<file path="src/rtl/vga_timing_pkg.sv">
`default_nettype none
// ============================================================================
// Package     : vga_timing_pkg
// Description : 640x480@60 Hz VGA timing defaults, derived totals and sync
//               windows, plus the coordinate width used by the RGB selector
//               and the glyph renderers.
// Revision    : 1.0 - initial release
// ============================================================================
package vga_timing_pkg;

  localparam int unsigned COORD_W = 10;
  typedef logic [COORD_W-1:0] coord_t;

  localparam int unsigned DEF_H_DISPLAY = 640;
  localparam int unsigned DEF_H_FRONT   = 16;
  localparam int unsigned DEF_H_SYNC    = 96;
  localparam int unsigned DEF_H_BACK    = 48;
  localparam int unsigned DEF_V_DISPLAY = 480;
  localparam int unsigned DEF_V_FRONT   = 10;
  localparam int unsigned DEF_V_SYNC    = 2;
  localparam int unsigned DEF_V_BACK    = 33;
  localparam int unsigned DEF_TICK_DIV  = 4;
  localparam int unsigned DEF_SYNC_DLY  = 1;

  localparam int unsigned H_TOTAL  = DEF_H_DISPLAY + DEF_H_FRONT + DEF_H_SYNC + DEF_H_BACK;
  localparam int unsigned V_TOTAL  = DEF_V_DISPLAY + DEF_V_FRONT + DEF_V_SYNC + DEF_V_BACK;
  localparam int unsigned HS_START = DEF_H_DISPLAY + DEF_H_FRONT;
  localparam int unsigned HS_END   = HS_START + DEF_H_SYNC - 1;
  localparam int unsigned VS_START = DEF_V_DISPLAY + DEF_V_FRONT;
  localparam int unsigned VS_END   = VS_START + DEF_V_SYNC - 1;

endpackage
`default_nettype wire

</file>
<file path="src/rtl/vga_sync_gen_if.sv">
`default_nettype none
// ============================================================================
// Interface   : vga_sync_gen_if
// Description : Timing bundle from the sync generator to the RGB selector and
//               the connector. No handshake: the consumer samples every clk.
// Revision    : 1.0 - initial release
// ============================================================================
interface vga_sync_gen_if;
  import vga_timing_pkg::*;

  logic   hsync;
  logic   vsync;
  logic   video_on;
  logic   p_tick;
  logic   frame_start;
  coord_t pix_x;
  coord_t pix_y;

  modport master (output hsync, vsync, video_on, p_tick, frame_start, pix_x, pix_y);
  modport slave  (input  hsync, vsync, video_on, p_tick, frame_start, pix_x, pix_y);

endinterface
`default_nettype wire

</file>
<file path="src/rtl/pixel_tick_div.sv">
`default_nettype none
// ============================================================================
// Module      : pixel_tick_div
// Description : Divides clk by TICK_DIV (1..16) into a registered one-clk
//               pixel tick. With TICK_DIV=1 the tick stays high after reset.
// Revision    : 1.0 - initial release
// ============================================================================
module pixel_tick_div #(
  parameter int unsigned TICK_DIV = 4
) (
  input  wire logic clk,
  input  wire logic reset,
  output logic      p_tick
);

  localparam int unsigned          c_CNT_W = (TICK_DIV > 1) ? $clog2(TICK_DIV) : 1;
  localparam logic [c_CNT_W-1:0]   c_LAST  = c_CNT_W'(TICK_DIV - 1);

  logic [c_CNT_W-1:0] r_cnt;
  logic [c_CNT_W-1:0] w_cnt_nxt;
  logic               r_tick;

  // Next divider count, wrapping after the last phase
  always_comb begin
    w_cnt_nxt = (r_cnt == c_LAST) ? '0 : r_cnt + c_CNT_W'(1);
  end

  // Tick register is high exactly while the count sits on its last phase
  always_ff @(posedge clk or negedge reset) begin
    if (!reset) begin
      r_cnt  <= '0;
      r_tick <= 1'b0;
    end else begin
      r_cnt  <= w_cnt_nxt;
      r_tick <= (w_cnt_nxt == c_LAST);
    end
  end

  assign p_tick = r_tick;

endmodule
`default_nettype wire

</file>
<file path="src/rtl/vga_sync_gen.sv">
`default_nettype none
// ============================================================================
// Module      : vga_sync_gen
// Description : VGA raster counters, visible-area decode and sync generation.
//               Outputs are registered from counter state; hsync/vsync get an
//               extra SYNC_DLY-stage delay to align with the registered RGB.
// Revision    : 1.0 - initial release
// ============================================================================
module vga_sync_gen
  import vga_timing_pkg::*;
#(
  parameter int unsigned H_DISPLAY = DEF_H_DISPLAY,
  parameter int unsigned H_FRONT   = DEF_H_FRONT,
  parameter int unsigned H_SYNC    = DEF_H_SYNC,
  parameter int unsigned H_BACK    = DEF_H_BACK,
  parameter int unsigned V_DISPLAY = DEF_V_DISPLAY,
  parameter int unsigned V_FRONT   = DEF_V_FRONT,
  parameter int unsigned V_SYNC    = DEF_V_SYNC,
  parameter int unsigned V_BACK    = DEF_V_BACK,
  parameter int unsigned TICK_DIV  = DEF_TICK_DIV,
  parameter int unsigned SYNC_DLY  = DEF_SYNC_DLY,
  parameter bit          SYNC_POL  = 1'b0
) (
  input  wire logic      clk,
  input  wire logic      reset,
  vga_sync_gen_if.master vga
);

  localparam int unsigned c_H_TOTAL = H_DISPLAY + H_FRONT + H_SYNC + H_BACK;
  localparam int unsigned c_V_TOTAL = V_DISPLAY + V_FRONT + V_SYNC + V_BACK;

  localparam coord_t c_H_LAST   = COORD_W'(c_H_TOTAL - 1);
  localparam coord_t c_V_LAST   = COORD_W'(c_V_TOTAL - 1);
  localparam coord_t c_H_DISP   = COORD_W'(H_DISPLAY);
  localparam coord_t c_V_DISP   = COORD_W'(V_DISPLAY);
  localparam coord_t c_HS_START = COORD_W'(H_DISPLAY + H_FRONT);
  localparam coord_t c_HS_END   = COORD_W'(H_DISPLAY + H_FRONT + H_SYNC - 1);
  localparam coord_t c_VS_START = COORD_W'(V_DISPLAY + V_FRONT);
  localparam coord_t c_VS_END   = COORD_W'(V_DISPLAY + V_FRONT + V_SYNC - 1);

  logic   w_p_tick;
  coord_t r_h_cnt;
  coord_t r_v_cnt;
  coord_t r_pix_x;
  coord_t r_pix_y;
  logic   r_video_on;
  logic   r_frame_start;
  logic   r_hs_raw;
  logic   r_vs_raw;

  logic   w_video;
  logic   w_hs_act;
  logic   w_vs_act;
  logic   w_cnt_origin;
  logic   w_pix_origin;

  pixel_tick_div #(
    .TICK_DIV (TICK_DIV)
  ) u_tick_div (
    .clk    (clk),
    .reset  (reset),
    .p_tick (w_p_tick)
  );

  // Raster counters: column steps once per pixel tick, row steps on column wrap
  always_ff @(posedge clk or negedge reset) begin
    if (!reset) begin
      r_h_cnt <= '0;
      r_v_cnt <= '0;
    end else if (w_p_tick) begin
      if (r_h_cnt == c_H_LAST) begin
        r_h_cnt <= '0;
        r_v_cnt <= (r_v_cnt == c_V_LAST) ? '0 : r_v_cnt + COORD_W'(1);
      end else begin
        r_h_cnt <= r_h_cnt + COORD_W'(1);
      end
    end
  end

  // Decode of the current counter position
  always_comb begin
    w_video      = (r_h_cnt < c_H_DISP) && (r_v_cnt < c_V_DISP);
    w_hs_act     = (r_h_cnt >= c_HS_START) && (r_h_cnt <= c_HS_END);
    w_vs_act     = (r_v_cnt >= c_VS_START) && (r_v_cnt <= c_VS_END);
    w_cnt_origin = (r_h_cnt == '0) && (r_v_cnt == '0);
    w_pix_origin = (r_pix_x == '0) && (r_pix_y == '0);
  end

  // Registered outputs; frame_start only fires when the origin is entered from
  // elsewhere, so the (0,0) held out of reset never pulses it
  always_ff @(posedge clk or negedge reset) begin
    if (!reset) begin
      r_pix_x       <= '0;
      r_pix_y       <= '0;
      r_video_on    <= 1'b0;
      r_frame_start <= 1'b0;
      r_hs_raw      <= ~SYNC_POL;
      r_vs_raw      <= ~SYNC_POL;
    end else begin
      r_pix_x       <= r_h_cnt;
      r_pix_y       <= r_v_cnt;
      r_video_on    <= w_video;
      r_frame_start <= w_cnt_origin && !w_pix_origin;
      r_hs_raw      <= w_hs_act ? SYNC_POL : ~SYNC_POL;
      r_vs_raw      <= w_vs_act ? SYNC_POL : ~SYNC_POL;
    end
  end

  generate
    if (SYNC_DLY > 0) begin : g_sync_dly
      logic [SYNC_DLY-1:0] r_hs_pipe;
      logic [SYNC_DLY-1:0] r_vs_pipe;

      // Sync delay line; every stage resets to the deasserted level
      always_ff @(posedge clk or negedge reset) begin
        if (!reset) begin
          r_hs_pipe <= {SYNC_DLY{~SYNC_POL}};
          r_vs_pipe <= {SYNC_DLY{~SYNC_POL}};
        end else begin
          r_hs_pipe <= SYNC_DLY'({r_hs_pipe, r_hs_raw});
          r_vs_pipe <= SYNC_DLY'({r_vs_pipe, r_vs_raw});
        end
      end

      assign vga.hsync = r_hs_pipe[SYNC_DLY-1];
      assign vga.vsync = r_vs_pipe[SYNC_DLY-1];
    end else begin : g_sync_nodly
      assign vga.hsync = r_hs_raw;
      assign vga.vsync = r_vs_raw;
    end
  endgenerate

  assign vga.video_on    = r_video_on;
  assign vga.p_tick      = w_p_tick;
  assign vga.frame_start = r_frame_start;
  assign vga.pix_x       = r_pix_x;
  assign vga.pix_y       = r_pix_y;

endmodule
`default_nettype wire

</file>
<file path="src/flat_wrapper.sv">
// flat-port wrapper written by rule: the top's interface ports become plain ports
module vga_sync_gen_flat import vga_timing_pkg::*;
#(
  parameter int unsigned H_DISPLAY = DEF_H_DISPLAY,
  parameter int unsigned H_FRONT   = DEF_H_FRONT,
  parameter int unsigned H_SYNC    = DEF_H_SYNC,
  parameter int unsigned H_BACK    = DEF_H_BACK,
  parameter int unsigned V_DISPLAY = DEF_V_DISPLAY,
  parameter int unsigned V_FRONT   = DEF_V_FRONT,
  parameter int unsigned V_SYNC    = DEF_V_SYNC,
  parameter int unsigned V_BACK    = DEF_V_BACK,
  parameter int unsigned TICK_DIV  = DEF_TICK_DIV,
  parameter int unsigned SYNC_DLY  = DEF_SYNC_DLY,
  parameter bit          SYNC_POL  = 1'b0
)
  (clk, reset, vga_hsync, vga_vsync, vga_video_on, vga_p_tick, vga_frame_start, vga_pix_x, vga_pix_y);
  vga_sync_gen_if vga_i ();
  input  wire logic clk;
  input  wire logic reset;
  output wire logic [$bits(vga_i.hsync)-1:0] vga_hsync;
  output wire logic [$bits(vga_i.vsync)-1:0] vga_vsync;
  output wire logic [$bits(vga_i.video_on)-1:0] vga_video_on;
  output wire logic [$bits(vga_i.p_tick)-1:0] vga_p_tick;
  output wire logic [$bits(vga_i.frame_start)-1:0] vga_frame_start;
  output wire logic [$bits(vga_i.pix_x)-1:0] vga_pix_x;
  output wire logic [$bits(vga_i.pix_y)-1:0] vga_pix_y;
  assign vga_hsync = vga_i.hsync;
  assign vga_vsync = vga_i.vsync;
  assign vga_video_on = vga_i.video_on;
  assign vga_p_tick = vga_i.p_tick;
  assign vga_frame_start = vga_i.frame_start;
  assign vga_pix_x = vga_i.pix_x;
  assign vga_pix_y = vga_i.pix_y;
  vga_sync_gen #(.H_DISPLAY(H_DISPLAY), .H_FRONT(H_FRONT), .H_SYNC(H_SYNC), .H_BACK(H_BACK), .V_DISPLAY(V_DISPLAY), .V_FRONT(V_FRONT), .V_SYNC(V_SYNC), .V_BACK(V_BACK), .TICK_DIV(TICK_DIV), .SYNC_DLY(SYNC_DLY), .SYNC_POL(SYNC_POL)) u_core (.clk(clk), .reset(reset), .vga(vga_i));
endmodule
</file>
<file path="config.mk">
export PLATFORM = sky130hd
export DESIGN_NAME = vga_sync_gen_flat
export DESIGN_NICKNAME = d
export VERILOG_FILES = /design/src/rtl/vga_timing_pkg.sv /design/src/rtl/vga_sync_gen_if.sv /design/src/rtl/pixel_tick_div.sv /design/src/rtl/vga_sync_gen.sv /design/src/flat_wrapper.sv
export SDC_FILE = /design/constraint.sdc
export NUM_CORES = 1
export LEC_CHECK = 0
export ABC_AREA = 1
export CAP_MARGIN = 20
export CORE_MARGIN = 1.5
export CORE_UTILIZATION = 35
export DETAILED_ROUTE_END_ITERATION = 7
export PLACE_DENSITY = 0.59
export SYNTH_ARGS = -nofsm -noshare
export SYNTH_HDL_FRONTEND = slang
export SYNTH_HIERARCHICAL = 1
export SYNTH_SLANG_ARGS = --single-unit
</file>
<file path="constraint.sdc">
create_clock -name clk -period 3.65 [get_ports clk]
set_clock_uncertainty 0.2 [all_clocks]
set_input_delay 0.5475 -clock clk [delete_from_list [all_inputs] [get_ports clk]]
set_output_delay 0.5475 -clock clk [all_outputs]
set_load 0.05 [all_outputs]
</file>
Word level (Yosys, flattened, before mapping)

Index checks and enable logic that the tools add are counted.

$add $sub $neg: 3
$mul: 0
Div/mod/pow operators: 0
$lt $le $gt $ge: 6
Eq/ne operators: 4
Shift operators: 0
Mux-type cells: 5
Bitwise logic cells: 0
Reduce and logical (&&, ||, !) cells: 12

Operators by type and width:

| kind                                                                    | count |
|---|---|
| 10-bit zero test                                                        | 4 |
| 10-bit by 1-bit adder with 10-bit output (second input constant)        | 2 |
| 10-bit == test (second input constant)                                  | 2 |
| 10-bit 2-to-1 mux                                                       | 2 |
| 10-bit >= comparator (second input constant)                            | 1 |
| 10-bit by 9-bit >= comparator with 1-bit output (second input constant) | 1 |
| 10-bit <= comparator (second input constant)                            | 1 |
| 10-bit by 9-bit <= comparator with 1-bit output (second input constant) | 1 |
| 10-bit < comparator (second input constant)                             | 1 |
| 10-bit by 9-bit < comparator with 1-bit output (second input constant)  | 1 |
| 1-bit logical AND                                                       | 6 |
| 2-bit == test (second input constant)                                   | 2 |
| 2-bit by 1-bit adder with 2-bit output (second input constant)          | 1 |
| 1-bit 2-to-1 mux                                                        | 2 |
| 2-bit 2-to-1 mux                                                        | 1 |
| 2-bit AND reduction                                                     | 1 |
| 1-bit zero test                                                         | 1 |

Bits in registers: 49
Latch bits: 0
Memory bits (writable): 0
Bits in read-only memories: 0
Input bits: 2
Output and inout bits: 25
Logic and storage cells: 42
Memories: 0

Longest topological paths before layout

Gate-level depths: netlist (run 1).

Depth after elaboration: 4
Mapped depth: 10

Hierarchy

The synthesis (run 1) kept the hierarchy.

By module, submodules not included:

| module         | instances | cells an instance | area each (um^2) | seq. area each (um^2) |
|---|---|---|---|---|
| vga_sync_gen   | 1         | 204               | 1969.4           | 1156.1 |
| pixel_tick_div | 1         | 8                 | 111.4            | 75.1 |

Worst setup path before layout (run 1)

OpenSTA, ideal clock, no wires.

Path type: reg-to-reg
Start point: register u_core.u_tick_div.r_tick (netlist: u_core/u_tick_div/p_tick)
End point: register u_core.r_h_cnt[9]
Setup time: 0.113 ns
Arrival time: 1.397 ns
Required time: 3.337 ns
Setup slack: 1.940 ns
Cell stages (with the launch flop): 11
Buffers on the path: 1
Cells stage by stage: dfrtp_1 -> buf_4 -> nand2_1 -> nor2_1 -> nand2_1 -> inv_1 -> nand3_1 -> nand2_1 -> nand2_1 -> nand2_1 -> inv_1

RTL lines:

| element                | line                 | source |
|---|---|---|
| start, declared        | pixel_tick_div.sv:21 | `logic r_tick;` |
| start signal, assigned | pixel_tick_div.sv:35 | `r_tick <= (w_cnt_nxt == c_LAST);` |
| end signal, assigned   | vga_sync_gen.sv:75   | `r_h_cnt <= r_h_cnt + COORD_W'(1);` |
| end, declared          | vga_sync_gen.sv:42   | `coord_t r_h_cnt;` |

Worst setup path in the final report (run 1)

Start point: register u_core.u_tick_div.r_tick (netlist: u_core/u_tick_div/p_tick)
End point: output vga_p_tick

RTL lines:

| element       | line               | source |
|---|---|---|
| end, declared | flat_wrapper.sv:23 | `output wire logic [$bits(vga_i.p_tick)-1:0] vga_p_tick;` |

No word-level cell between the ends.

==> results of run 1 <==
==> kinds of logic (layout without fill, tap and decap cells) <==
group / Yosys count / count (layout)
buffers and inverters: 33 / 64
AO/OA/AOI/OAI: 15 / 15
AND/OR/NAND/NOR: 101 / 101
flip-flops: 49 / 49
adder cells (fa/ha/maj): 6 / 6
XOR/XNOR: 8 / 8
==> routing by layer <==
| layer | part of all wire, % | vias to the layer above |
|---|---|---|
| met5 | 0 | - |
| met1 | 49 | 700 |
| met2 | 46 | 23 |
| met4 | 2.0 | 0 |
| li1 | - | 742 |
| met3 | 3.2 | 5 |
==> through the flow <==
| stage | std cells | hold WS, ns | total power [µW] | worst slack (ns) |
|---|---|---|---|---|
| floorplan | 212 | 0.05191 | 553.3 | 1.940 |
| global placement | 306 | 0.1453 | 564.1 | 1.553 |
| detailed placement | 306 | 0.1492 | 564.4 | 1.528 |
| CTS | 314 | 0.1644 | 943.2 | 1.183 |
| global route | 315 | 0.05397 | 975.4 | 1.113 |
| finish | 315 | 0.02283 | 929.4 | 1.201 |
==> placed cells by master (no fill, tap or decap) <==
| cell | Yosys | routed |
|---|---|---|
| clkbuf_8 | 0 | 5 |
| nor2_4 | 1 | 1 |
| nor2_1 | 24 | 24 |
| o2111ai_1 | 1 | 1 |
| nand3_2 | 2 | 2 |
| dfrtp_1 | 45 | 45 |
| nand3_4 | 1 | 1 |
| nand4_1 | 4 | 4 |
| clkdlybuf4s50_1 | 0 | 25 |
| nand2_2 | 2 | 2 |
| clkinv_2 | 0 | 1 |
| nand2_1 | 36 | 36 |
| dfstp_2 | 4 | 4 |
| nor2_2 | 3 | 3 |
| xor2_1 | 8 | 8 |
| nor4_1 | 5 | 5 |
| o21ai_0 | 9 | 9 |
| clkbuf_1 | 0 | 1 |
| a21oi_1 | 3 | 3 |
| nand3_1 | 16 | 16 |
| ha_1 | 6 | 6 |
| inv_2 | 3 | 3 |
| buf_16 | 0 | 1 |
| o21ai_2 | 1 | 1 |
| buf_2 | 0 | 1 |
| or2_2 | 1 | 1 |
| o21bai_1 | 1 | 1 |
| nor3_1 | 4 | 4 |
| nand3b_1 | 2 | 2 |
| inv_1 | 26 | 26 |
| bufinv_16 | 0 | 1 |
==> power breakdown <==
part / internal (µW) / leakage (µW) / total, µW / switching [µW]
Sequential: 543 / 0.000641 / 543 / 0
Clock: 203 / 0.0000552 / 373 / 170
Combinational: 3.37 / 0.000508 / 13.5 / 10.2
==> worst paths after layout <==
path	end	slack, ns	depth (start not counted)
worst max-delay path	vga_p_tick	1.20	1
worst min-delay path	u_core/u_tick_div/p_tick	0.02	1
worst max register to register	u_core/r_v_cnt[5]	2.00	7
worst min register to register	u_core/vga.hsync	0.16	0
max in group asynchronous	u_core/vga.hsync	2.64	2
min in group clk	u_core/vga.hsync	0.16	0
==> final cells by class <==
cell class | instances | area, µm²
fillers | 542 | 3074
flip-flops and latches | 49 | 1231
clock buffers | 6 | 72.57
clock inverters | 2 | 35.03
repair buffers | 27 | 282.8
multi-input cells | 130 | 713.2
inverters | 29 | 108.9
well taps | 72 | 90.09
==> registers in the layout, indices dropped and copies added, names as in the netlist <==
name,flops
u_core/r_v_cnt,10
u_core/r_vs_raw,1
u_core/vga.video_on,1
u_core/r_hs_raw,1
u_core/r_h_cnt,10
u_core/vga.vsync,1
u_core/u_tick_div/r_cnt,2
u_core/vga.pix_y,10
u_core/u_tick_div/p_tick,1
u_core/vga.pix_x,10
u_core/vga.hsync,1
u_core/vga.frame_start,1
==> flow_metrics.tcl, run 1 <==
set metrics [dict create \
    status "finished, final reports clean" \
    grt_pass1_vias 1347 \
    synth_seq_cells 49 \
    nets 250 \
    grt_usage_pct 12.60 \
    synth_top_area_share_pct 54.12 \
    ys_seq_area_share_pct 59.17 \
    grt_pass1_wl_um 6175 \
    max_stage_delay_ns 0.87 \
    tightest_slew_ns 0.5382 \
    gp_congestion 0.8204 \
    drcViolationCount 0 \
    syn_area_um2 2081 \
    synthMuxAreaShare_pct 0 \
    synthTopCellsByCount "45 x dfrtp_1, 36 x nand2_1, 26 x inv_1, 24 x nor2_1, 16 x nand3_1" \
    cts_root_buffer "clkbuf_8" \
    synth_top_family_by_area "simple AND/OR/NAND/NOR gates" \
    clock_path_buffers 2 \
    dp_hpwl_um 2604 \
    critPathLaunch "u_core/u_tick_div/p_tick" \
    synth_compound_area_share_pct 4.089 \
    leakagePower_uw 0.001204 \
    crit_fanout 9 \
    r2r_start "u_core/r_h_cnt[0]" \
    slew_viol_final 0 \
    drive_above_1_share_pct 11.11 \
    cts.clk_slew.worst_paths_ns 0.09 \
    vdd_drop_max_mv 0.1837 \
    yosys.area_share.adder_pct 3.608 \
    crit_type "flip-flop to primary output" \
    hold_path.class "input port to asynchronous set/reset pin" \
    htree_levels 2 \
    syn2layout_area_growth_pct 21.77 \
    die_area_um2 6417 \
    synth_nets 220 \
    powerDensity_nw_per_um2 366.8 \
    vias_per_cell 4.667 \
    setup_tns_ns 0 \
    synth_area_leaders "dfrtp_1 54%, nand2_1 6.5%, dfstp_2 5.1%, inv_1 4.7%, nor2_1 4.3%" \
    yosysUniqueCellTypes 26 \
    slew_headroom_pct 64.12 \
    critPathRequiredTime_ns 2.90 \
    critPathLaunchType "flip-flop" \
    hold_buffers 0 \
    cts_resized 0 \
    grt_setup_unrepaired "false" \
    synth_ff_type "dfrtp_1" \
    setup_viol 0 \
    grt.overflow.total 0 \
    numCtsBuffers 5 \
    crit_family "buffers and inverters" \
    worstSetupEndpointType "primary output" \
    boundaryPins 27 \
    global_route.usage.met1_pct 16.40 \
    finalCritPeriodShare_pct 67.09 \
    synth_xor_area_share_pct 3.367 \
    path_cells "clkdlybuf4s50_1" \
    vias 1470 \
    globalRouteMet2Util_pct 20.00 \
    use_met3_pct 2.386 \
    synth_warnings 6 \
    max_freq_mhz 408.4 \
    synth_edf_count 0 \
    async_reset_ff_share_pct 100.0 \
    grt.busiest_layer "met2" \
    arrival_ns 1.70 \
    fp.dieH_um 80.11 \
    fp.dieW_um 80.11 \
    crit_path_top_delay_cell "clkdlybuf4s50_1" \
    cts_tree "done" \
    core_area_um2 5608 \
    cp_num_buf_inv 1 \
    final_area_um2 2534 \
    post-route-util_pct 45.18 \
    wl_per_cell_um 11.48 \
    post-cts-setup-buffers 0 \
    drv_cap 0 \
    wirelength_um 3616 \
    antenna_found_initial 0 \
    synthSimpleGateAreaFrac_pct 23.21 \
    rows 27 \
    start_util_pct 37.10 \
    clkLatencyLatePin_ns 0.30 \
    port_buffers 26 \
    synth.avg_cell_area_um2 9.815 \
    synth_most_common_cell "dfrtp_1" \
    place_area_um2 2399 \
    antenna_left 0 \
    first_iter_violations 78 \
    cts_num_sinks 49 \
    n_antenna_cell 0 \
    firstDrtPassIters 4 \
    grt_max_degree 50 \
    synth_top_area_cell "dfrtp_1" \
    synthCells 212 \
    finalHoldViolations 0 \
    fin_crit_ns 2.449 \
]
(Power assumes the default switching activity.)
==> inputs of run 2 (changes only) <==
--- a/config.mk
+++ b/config.mk
@@ -10,7 +10,7 @@
 export CORE_MARGIN = 1.5
 export CORE_UTILIZATION = 35
 export DETAILED_ROUTE_END_ITERATION = 7
-export PLACE_DENSITY = 0.59
+export PLACE_DENSITY = 0.61
 export SYNTH_ARGS = -nofsm -noshare
 export SYNTH_HDL_FRONTEND = slang
 export SYNTH_HIERARCHICAL = 1
==> constraint.sdc (replaced) <==
create_clock -name clk -period 2.1 [get_ports clk]
set_clock_uncertainty 0.2 [all_clocks]
set_input_delay 0.315 -clock clk [delete_from_list [all_inputs] [get_ports clk]]
set_output_delay 0.315 -clock clk [all_outputs]
set_load 0.05 [all_outputs]
==> run 2 against run 1 <==
Wire length grew 0.66%. Die area is the same. Critical endpoint is now vga_pix_y[6]. Via count grew 0.75%.
==> flow_metrics.tcl, run 2 (same netlist as run 1, synthesis figures left out) <==
set metrics [dict create \
    status "finished, final reports clean" \
    grt_usage_pct 13.03 \
    post-cts-setup-buffers 0 \
    dp_hpwl_um 2680 \
    final_cell_mix "45 x dfrtp_1, 36 x nand2_1, 26 x inv_1" \
    critPathRequiredTime_ns 1.58 \
    layout_commonest_cell "dfrtp_1" \
    wl_per_cell_um 11.52 \
    tightest_slew_ns 0.4998 \
    max_freq_mhz 506.4 \
    setup_tns_ns 0 \
    antenna_left 0 \
    highest_layer "met4" \
    crit_path_top_delay_cell "clkdlybuf4s50_1" \
    arrival_ns 1.46 \
    cts_root_buffer "clkbuf_8" \
    grt_max_degree 50 \
    rows 27 \
    wl_met1_um 1752 \
    crit_fanout 2 \
    crit_type "flip-flop to primary output" \
    place_area_um2 2411 \
    cts_num_sinks 49 \
    slew_viol_final 0 \
    clock_path_buffers 2 \
    wl_met2_um 1708 \
    finalHoldViolations 0 \
    vdd_drop_max_mv 0.2736 \
    antenna_found_initial 0 \
    syn2layout_area_growth_pct 22.13 \
    cts.clk_slew.worst_paths_ns 0.09 \
    grt_pass1_vias 1414 \
    fp.dieH_um 80.11 \
    slew_headroom_pct 66.58 \
    critPathLaunchType "flip-flop" \
    clkLatencyLatePin_ns 0.30 \
    port_buffers 26 \
    boundaryPins 27 \
    fp.dieW_um 80.11 \
    drive_above_1_share_pct 12.70 \
    vias 1481 \
    first_iter_violations 86 \
    grt_setup_unrepaired "false" \
    final_area_um2 2541 \
    setup_viol 0 \
    grt_pass1_wl_um 6382 \
    powerDensity_nw_per_um2 651.8 \
    worstSetupEndpointType "primary output" \
    start_util_pct 37.10 \
    grt.overflow.total 0 \
    instances_no_fill 316 \
    cts_resized 0 \
    fin_crit_ns 1.975 \
    gp_congestion 0.8088 \
    wl_met3_um 106 \
    hold_path.class "flip-flop to flip-flop" \
    firstDrtPassIters 4 \
    crit_family "buffers and inverters" \
    path_cells "clkdlybuf4s50_1" \
    n_antenna_cell 0 \
    drv_cap 0 \
    cp_num_buf_inv 1 \
    core_area_um2 5608 \
    numCtsBuffers 5 \
    cts_tree "done" \
    hold_buffers 1 \
    finalCritPeriodShare_pct 94.03 \
    dp.cells 307 \
    die_area_um2 6417 \
    leakagePower_uw 0.001208 \
    vias_per_cell 4.687 \
    max_stage_delay_ns 0.80 \
    htree_levels 2 \
    wirelength_um 3640 \
    drcViolationCount 0 \
    nets 251 \
]
## run 2: cell types whose count changed in the layout (fill, tap and decap cells not counted), sizes merged
cell	before	now
clkinvlp	0	1
clkdlybuf4s50	25	22
clkinv	1	0
dlygate4sd3	0	1
buf	2	5
## run 2: power breakdown
part	switching (µW)	internal (µW)	total [µW]	leakage, µW
Sequential	0	943	943	0.000641
Combinational	17.7	5.82	23.5	0.000510
Clock	303	387	690	0.0000574
## run 2: area by class of cell
cell class	count	area [µm²]
Clock buffer	6	82.58
Clock inverter	2	37.54
Fill cell	547	3067
Inverter	29	108.9
Multi-Input combinational cell	130	713.2
Sequential cell	49	1231
Tap cell	72	90.09
Timing Repair Buffer	28	277.8
## run 2: worst reg2reg max path, delay by kind of cell (launching register included)
family	cells	cell delay, ns
flip-flops	1	0.41
adder cells (fa/ha/maj)	1	0.20
XOR/XNOR	1	0.14
AND/OR/NAND/NOR	4	0.46
buffers and inverters	1	0.13
## run 2: worst paths after layout
path	cells past startpoint	start	endpoint	slack, ns
max	1	u_core/vga.pix_y[6]	vga_pix_y[6]	0.13
min	0	u_core/r_hs_raw	u_core/vga.hsync	0.16
max reg2reg	7	u_core/r_h_cnt[0]	u_core/r_v_cnt[5]	0.46
min reg2reg	0	u_core/r_hs_raw	u_core/vga.hsync	0.16
max in group asynchronous	3	reset	u_core/vga.vsync	1.09
min in group asynchronous	3	reset	u_core/u_tick_div/r_cnt[0]	0.32
## run 2: metrics by stage
| step | total power (µW) | setup slack [ns] | util [%] | hold WS (ns) |
|---|---|---|---|---|
| after floorplan | 961.8 | 0.3901 | - | -0.1806 |
| after global placement | 985.3 | 0.4450 | 42.99 | 0.1162 |
| after detailed placement | 985.6 | 0.4428 | 42.99 | 0.1195 |
| after CTS | 1683 | 0.1030 | 45.31 | 0.1608 |
| after global routing | 1734 | 0.06160 | 45.31 | 0.1649 |
| final | 1656 | 0.1254 | 45.31 | 0.1594 |
## run 2: layer usage
layer / track usage [%] / vias to the layer above
met5: 0 / -
met4: 5.690 / 0
met3: 3.068 / 6
met2: 20.50 / 24
met1: 17.05 / 712
li1: - / 739
